**src/rtl/frame_pkg.sv**
```systemverilog
`default_nettype none
// ============================================================================
// Module   : frame_pkg
// Purpose  : Frame delimiter words and the catcher FSM state encoding.
// Revision : 1.0 - initial release
// ============================================================================
package frame_pkg;

    localparam logic [15:0] SOF_WORD = 16'hA0AA;
    localparam logic [15:0] EOF_WORD = 16'hAAAA;

    typedef enum logic [2:0] {
        ST_HUNT    = 3'd0,
        ST_SOF2    = 3'd1,
        ST_KIND    = 3'd2,
        ST_LEN     = 3'd3,
        ST_PAYLOAD = 3'd4,
        ST_EOF1    = 3'd5,
        ST_EOF2    = 3'd6,
        ST_ABORT   = 3'd7
    } frame_state_t;

endpackage
`default_nettype wire

```
**src/rtl/frame_word_packer.sv**
```systemverilog
`default_nettype none
// ============================================================================
// Module   : frame_word_packer
// Purpose  : Packs words into beats (word 0 in the LSBs), zero-fills partial
//            beats on flush and holds one output beat until accepted.
// Revision : 1.0 - initial release
// ============================================================================
module frame_word_packer #(
    parameter int WORD_W     = 16,
    parameter int BEAT_WORDS = 4
) (
    input  logic                         i_clk,
    input  logic                         i_rst_n,
    input  logic                         i_push,
    input  logic [WORD_W-1:0]            i_word,
    input  logic                         i_flush,
    input  logic                         i_flush_err,
    input  logic                         i_clear,
    input  logic                         i_ready,
    output logic [WORD_W*BEAT_WORDS-1:0] o_beat,
    output logic                         o_vld,
    output logic                         o_last,
    output logic                         o_err,
    output logic                         o_slot_free,
    output logic                         o_ovf
);

    localparam int                 c_CNT_W    = $clog2(BEAT_WORDS);
    localparam logic [c_CNT_W-1:0] c_LAST_IDX = c_CNT_W'(BEAT_WORDS - 1);

    logic [BEAT_WORDS-1:0][WORD_W-1:0] r_acc;
    logic [BEAT_WORDS-1:0][WORD_W-1:0] r_beat;
    logic [BEAT_WORDS-1:0][WORD_W-1:0] w_beat;
    logic [c_CNT_W-1:0]                r_cnt;
    logic                              r_vld;
    logic                              r_last;
    logic                              r_err;
    logic                              w_emit;
    logic                              w_slot_free;

    // Unfilled lanes of r_acc are always zero, so a flush is zero-filled for free.
    always_comb begin
        w_beat = r_acc;
        if (i_push) begin
            w_beat[r_cnt] = i_word;
        end
    end

    assign w_emit      = (i_push && (r_cnt == c_LAST_IDX)) || i_flush;
    assign w_slot_free = !r_vld || i_ready;

    always_ff @(posedge i_clk) begin
        if (!i_rst_n) begin
            r_acc  <= '0;
            r_beat <= '0;
            r_cnt  <= '0;
            r_vld  <= 1'b0;
            r_last <= 1'b0;
            r_err  <= 1'b0;
        end else begin
            if (r_vld && i_ready) begin
                r_vld  <= 1'b0;
                r_last <= 1'b0;
                r_err  <= 1'b0;
            end
            if (i_clear) begin
                r_acc <= '0;
                r_cnt <= '0;
            end else if (w_emit) begin
                // A completed beat with no free slot is dropped here; the FSM aborts.
                r_acc <= '0;
                r_cnt <= '0;
                if (w_slot_free) begin
                    r_beat <= w_beat;
                    r_vld  <= 1'b1;
                    r_last <= i_flush;
                    r_err  <= i_flush && i_flush_err;
                end
            end else if (i_push) begin
                r_acc <= w_beat;
                r_cnt <= r_cnt + 1'b1;
            end
        end
    end

    assign o_beat      = r_beat;
    assign o_vld       = r_vld;
    assign o_last      = r_last;
    assign o_err       = r_err;
    assign o_slot_free = w_slot_free;
    assign o_ovf       = w_emit && !w_slot_free;

endmodule
`default_nettype wire

```
**src/rtl/frame_catcher.sv**
```systemverilog
`default_nettype none
// ============================================================================
// Module   : frame_catcher
// Purpose  : Hunts SOF/SOF/KIND/LEN/payload/EOF/EOF frames and emits them as
//            beats. Define FRAME_EOF_CHECK_EN to abort on bad trailer words.
// Revision : 1.0 - initial release
// ============================================================================
module frame_catcher #(
    parameter int WORD_W     = 16,
    parameter int BEAT_WORDS = 4,
    parameter int MAX_LEN    = 4096
) (
    input  logic                         CLK_250M,
    input  logic                         RST_N,
    input  logic [WORD_W-1:0]            DIN,
    input  logic                         DIN_K,
    input  logic                         DIN_VLD,
    input  logic                         OUT_READY,
    output logic [WORD_W*BEAT_WORDS-1:0] DOUT,
    output logic                         DOUT_VLD,
    output logic                         DOUT_LAST,
    output logic                         DOUT_ERR,
    output logic [15:0]                  FRM_CNT,
    output logic [15:0]                  ERR_CNT
);

    import frame_pkg::*;

    localparam logic [WORD_W-1:0] c_SOF = WORD_W'(SOF_WORD);
`ifdef FRAME_EOF_CHECK_EN
    localparam logic [WORD_W-1:0] c_EOF = WORD_W'(EOF_WORD);
`endif

    frame_state_t      r_state;
    frame_state_t      w_next_raw;
    frame_state_t      w_next;
    logic [WORD_W-1:0] r_len_cnt;
    logic [WORD_W-1:0] w_len_nxt;
    logic [15:0]       r_frm_cnt;
    logic [15:0]       r_err_cnt;
    logic              w_take;
    logic              w_push;
    logic              w_flush;
    logic              w_flush_err;
    logic              w_clear;
    logic              w_slot_free;
    logic              w_ovf;
    logic              w_len_bad;

    assign w_take    = DIN_VLD && !DIN_K;
    assign w_len_bad = 64'(DIN) > 64'(MAX_LEN);

    always_comb begin
        w_next_raw  = r_state;
        w_len_nxt   = r_len_cnt;
        w_push      = 1'b0;
        w_flush     = 1'b0;
        w_flush_err = 1'b0;
        w_clear     = 1'b0;
        case (r_state)
            ST_HUNT: if (w_take && (DIN == c_SOF)) begin
                w_push     = 1'b1;
                w_next_raw = ST_SOF2;
            end
            ST_SOF2: if (w_take) begin
                if (DIN == c_SOF) begin
                    w_push     = 1'b1;
                    w_next_raw = ST_KIND;
                end else begin
                    w_clear    = 1'b1;
                    w_next_raw = ST_HUNT;
                end
            end
            ST_KIND: if (w_take) begin
                w_push     = 1'b1;
                w_next_raw = ST_LEN;
            end
            ST_LEN: if (w_take) begin
                w_push    = 1'b1;
                w_len_nxt = DIN;
                if (w_len_bad)           w_next_raw = ST_ABORT;
                else if (DIN == '0)      w_next_raw = ST_EOF1;
                else                     w_next_raw = ST_PAYLOAD;
            end
            ST_PAYLOAD: if (w_take) begin
                w_push    = 1'b1;
                w_len_nxt = r_len_cnt - 1'b1;
                if (r_len_cnt == WORD_W'(1)) w_next_raw = ST_EOF1;
            end
            ST_EOF1: if (w_take) begin
                w_push     = 1'b1;
                w_next_raw = ST_EOF2;
`ifdef FRAME_EOF_CHECK_EN
                if (DIN != c_EOF) w_next_raw = ST_ABORT;
`endif
            end
            ST_EOF2: if (w_take) begin
                w_push     = 1'b1;
                w_flush    = 1'b1;
                w_next_raw = ST_HUNT;
`ifdef FRAME_EOF_CHECK_EN
                // Keep the bad word in the partial beat; ABORT flushes it with ERR.
                if (DIN != c_EOF) begin
                    w_flush    = 1'b0;
                    w_next_raw = ST_ABORT;
                end
`endif
            end
            ST_ABORT: if (w_slot_free) begin
                w_flush     = 1'b1;
                w_flush_err = 1'b1;
                w_next_raw  = ST_HUNT;
            end
            default: w_next_raw = ST_HUNT;
        endcase
    end

    // Overflow is resolved after the packer sees this cycle's push/flush.
    assign w_next = w_ovf ? ST_ABORT : w_next_raw;

    always_ff @(posedge CLK_250M) begin
        if (!RST_N) begin
            r_state   <= ST_HUNT;
            r_len_cnt <= '0;
        end else begin
            r_state   <= w_next;
            r_len_cnt <= w_len_nxt;
        end
    end

    always_ff @(posedge CLK_250M) begin
        if (!RST_N) begin
            r_frm_cnt <= '0;
            r_err_cnt <= '0;
        end else if (DOUT_VLD && OUT_READY && DOUT_LAST) begin
            if (DOUT_ERR) begin
                if (r_err_cnt != 16'hFFFF) r_err_cnt <= r_err_cnt + 16'd1;
            end else begin
                if (r_frm_cnt != 16'hFFFF) r_frm_cnt <= r_frm_cnt + 16'd1;
            end
        end
    end

    frame_word_packer #(
        .WORD_W     (WORD_W),
        .BEAT_WORDS (BEAT_WORDS)
    ) u_packer (
        .i_clk       (CLK_250M),
        .i_rst_n     (RST_N),
        .i_push      (w_push),
        .i_word      (DIN),
        .i_flush     (w_flush),
        .i_flush_err (w_flush_err),
        .i_clear     (w_clear),
        .i_ready     (OUT_READY),
        .o_beat      (DOUT),
        .o_vld       (DOUT_VLD),
        .o_last      (DOUT_LAST),
        .o_err       (DOUT_ERR),
        .o_slot_free (w_slot_free),
        .o_ovf       (w_ovf)
    );

    assign FRM_CNT = r_frm_cnt;
    assign ERR_CNT = r_err_cnt;

endmodule
`default_nettype wire

```
**config.mk**
```make
export PLATFORM = sky130hd
export DESIGN_NAME = frame_catcher
export DESIGN_NICKNAME = d
export VERILOG_FILES = /design/src/rtl/frame_pkg.sv /design/src/rtl/frame_word_packer.sv /design/src/rtl/frame_catcher.sv
export SDC_FILE = /design/constraint.sdc
export NUM_CORES = 1
export LEC_CHECK = 0
export CAP_MARGIN = 40
export CORE_AREA = 2 2 170 172
export DETAILED_ROUTE_END_ITERATION = 10
export DIE_AREA = 0 0 172 174
export HOLD_SLACK_MARGIN = 0.12
export MAX_ROUTING_LAYER = met4
export PLACE_DENSITY_LB_ADDON = 0.08
export SLEW_MARGIN = 20
export SYNTH_ARGS = -nofsm -noshare
export SYNTH_HDL_FRONTEND = slang
export SYNTH_HIERARCHICAL = 1
export SYNTH_SLANG_ARGS = --single-unit
```
**constraint.sdc**
```tcl
create_clock -name CLK_250M -period 2.4 [get_ports CLK_250M]
set_clock_uncertainty 0.05 [all_clocks]
set_input_delay 0.48 -clock CLK_250M [delete_from_list [all_inputs] [get_ports CLK_250M]]
set_output_delay 0.48 -clock CLK_250M [all_outputs]
set_load 0.02 [all_outputs]
```
==> results of run 1 <==
[kinds of logic after synthesis]
family | Yosys count | synth area share
compound gates | 276 | 0.2462
fa+ha+maj | 8 | 0.01197
flops | 184 | 0.4403
simple gates | 292 | 0.1735
xor+xnor | 17 | 0.01780
mux | 25 | 0.02991
buf+inv | 159 | 0.08032
[state kept, by name, indices dropped and copies added (netlist names)]
register,flops
ERR_CNT,16
FRM_CNT,16
r_len_cnt,16
r_state,3
u_packer/o_beat,64
u_packer/o_err,1
u_packer/o_last,1
u_packer/o_vld,1
u_packer/r_acc,64
u_packer/r_cnt,2
[power groups by stage]
stage	clock network, µW	registers [µW]	logic, µW
2_1_floorplan	0	3120	68.2
3_3_place_gp	0	3120	256
3_5_place_dp	0	3120	254
4_1_cts	2900	3050	254
5_1_grt	3030	3050	268
6_report	2810	3050	255
[final cells by class]
type                            count  area, µm²  share of cell area
Tap cell                          384      480.5             0.04195
Clock inverter                     14      153.9             0.01344
Sequential cell                   184       3687              0.3220
Inverter                           81      304.0             0.02655
Multi-Input combinational cell    618       4200              0.3668
Timing Repair Buffer              217       2197              0.1919
Clock buffer                       18      429.2             0.03747
[critical path, stage by stage]
cell and delay [ns]:
dlygate4sd2_1 0.26, buf_12 0.13, nor4_4 0.24, buf_4 0.19, nand4_1 0.11, nand2_1 0.11, and2_4 0.18, a21oi_4 0.12
buf_12 0.16, buf_12 0.15, o31a_1 0.26, a311oi_2 0.26
[layout by cell type (no fill, tap or decap), types with 18 or more instances in the layout]
cell             netlist  layout
a211oi_1              28      26
a21oi_1               64      64
a311oi_1              39      22
a311oi_2               8      25
buf_12                 0      18
buf_4                  6      74
clkdlybuf4s50_1        0     107
dfxtp_1              184     183
inv_1                 81      80
mux2i_1               25      25
nand2_1               73      73
nand3_1               64      63
nor2_1                64      63
o21ai_0               33      33
o31a_1                65      65
[how the worst max path moves through the flow]
stage,depth (start not counted),from,endpoint
4_1_cts,12,DIN[11],u_packer/o_beat[42]
5_1_grt,12,DIN[11],u_packer/o_beat[2]
2_1_floorplan,14,OUT_READY,r_state[0]
3_5_place_dp,9,DIN[8],u_packer/o_beat[16]
6_report,12,DIN[11],u_packer/o_beat[2]
3_3_place_gp,9,DIN[8],u_packer/o_beat[17]
[per-stage QoR]
step	instances	setup TNS (ns)	utilization	total power, µW
6_report	1516	0	0.4056	6117
5_1_grt	1516	-0.03830	0.4056	6343
4_1_cts	1516	0	0.4044	6202
3_5_place_dp	1477	-135.05	0.3762	3374
3_3_place_gp	1477	-133.00	0.3762	3376
2_1_floorplan	961	0	-	3189
[layer usage]
layer	routed length, µm	GRT usage	up-vias	share of wire
met2	12810	0.2892	169	0.44
met4	286	0.04412	0	0.0099
met1	14460	0.2917	3737	0.50
met3	1258	0.03415	19	0.044
li1	-	-	3818	-
met5	0	-	-	0
[repair_timing]
item                       4_1_cts  5_1_grt
cloned                           2        0
buffers inserted                 8        0
setup endpoints to repair      136       15
pin swaps                        7        8
resized for setup               34        7
==> flow_summary_export.csv, run 1 <==
group,metric,value,unit
logic_synthesis,ys.flop_type,"dfxtp_1",
timing,setup_ws,0.03456,ns
logic_synthesis,synth-edff-count,0,
placement,place.port_buffers,119,
grt,grt_start_max_net_pins,47,
power_and_ir_drop,swShare,0.2590,
routing,wl,28.81,mm
floorplan,core,28240,µm²
logic_synthesis,syn_avg_cell_area,8.705,µm²
worst_setup_path,crit-reg2reg-launch,"r_len_cnt[1]",
timing,fin_crit_sh,0.9856,
power_and_ir_drop,powerDensity,534.1,nW/µm²
floorplan,fp-row-count,62,
worst_setup_path,required,2.70,ns
logic_synthesis,synth_cell_type_count,63,
floorplan,floorplan.initialDensity,0.2963,
timing,finalSetupViolations,0,
floorplan,die_y,174,µm
hold_path,hold_path_class,"flop to flop",
clock_network,clk_pin_slew,0.08,ns
power_and_ir_drop,leakage,0.003919,µW
logic_synthesis,ys_ff_latch,184,
worst_setup_path,rr_worst_depth,7,
routing,dr.pass1.iters,5,
cells_and_area,area_growth,36.90,%
clock_network,cts-htree-levels,4,
power_and_ir_drop,seqPwrFrac,0.498,
routing,routedWlPerCell,19.00,µm
logic_synthesis,netlist_area,8366,µm²
timing,finalCriticalPeriod,2.365,ns
logic_synthesis,synth_top_area_cell,"dfxtp_1",
floorplan,ios,120,
logic_synthesis,yosys.area.top_type_share,0.4403,
worst_setup_path,r2r-end,"r_state[1]",
power_and_ir_drop,p_sw,1585,µW
cells_and_area,stdcell_area,11450,µm²
power_and_ir_drop,clkPwrFrac,0.460,
worst_setup_path,path_max_fanout,21,
floorplan,die_w,172,µm
timing,max_slew_margin,0.5864,
worst_setup_path,crit_arrival,2.67,ns
logic_synthesis,synthCells,961,
routing,drtIter0Drc,613,
timing,final_hold_viol_count,0,
worst_setup_path,crit_path_end_kind,"flop",
placement,dpl_worst_slack,-1.104,ns
hold_path,min-delay-start,"u_packer/r_acc[18]",
routing,drc,0,
worst_setup_path,r2r_setup_slack,0.10,ns
grt,first_global_vias,7381,
grt,grt_usage,0.2004,
timing,tightest_slew,0.6205,ns
grt,grt_pass1_wl,44.74,mm
outcome,outcome,"finished clean",
hold_path,min_to,"u_packer/r_acc[18]",
logic_synthesis,yosysMostFrequentCell,"dfxtp_1",
clock_network,clk_latency,0.43,ns
grt,antenna_found_initial,0,
logic_synthesis,yosysWarningCount,6,
timing,whs,0.4179,ns
grt,overflow,0,
routing,ant_nets,0,
worst_setup_path,worstSetupStartpointType,"primary input",
clock_network,cts_tree,"built",
power_and_ir_drop,ir_drop,0.4539,mV
placement,place_congestion,0.8205,
run,drv_cap,0,
clock_network,cts_made_buffers,17,
routing,viasPerCell,5.108,
placement,place_area,10620,µm²
routing,num_vias,7743,
timing,max_freq,0.4228,GHz
cells_and_area,drive_above_1_share,0.1599,
timing,grt_setup_unrepaired,"true",
placement,dp_hpwl,19.19,mm
logic_synthesis,ys_top_cells_by_area,"dfxtp_1 (44%), o31a_1 (6.8%), a311oi_1 (4.1%)",
power_and_ir_drop,internal_power,4532,µW
logic_synthesis,synth_fp_nets,990,
timing,slew_violations,0,
clock_network,clockBufferDepth,2,
hold_path,hold_depth,2,
worst_setup_path,path_class,"primary input to flop",
clock_network,cts-hold-fix-buffers,0,
cells_and_area,fillCellCount,2931,
cells_and_area,n_antenna_cell,0,
floorplan,dieArea,29930,µm²
cells_and_area,fin_nets,1148,
logic_synthesis,ys_seq_area_frac,0.4403,
power_and_ir_drop,power_frac_comb,0.042,
clock_network,cts_sinks,184,
clock_network,root_buffer,"clkbuf_16",
logic_synthesis,netlist_top_cells_count,"dfxtp_1 (184), inv_1 (81), nand2_1 (73)",
logic_synthesis,async_flop_share,0,
Power figures use the tool's default switching activity.
==> run 2, diff against run 1 <==
Settings changed: SLEW_MARGIN 20 to 10.
==> results of run 2 <==
Final layout, timing and power as in run 1 (identical DEF).
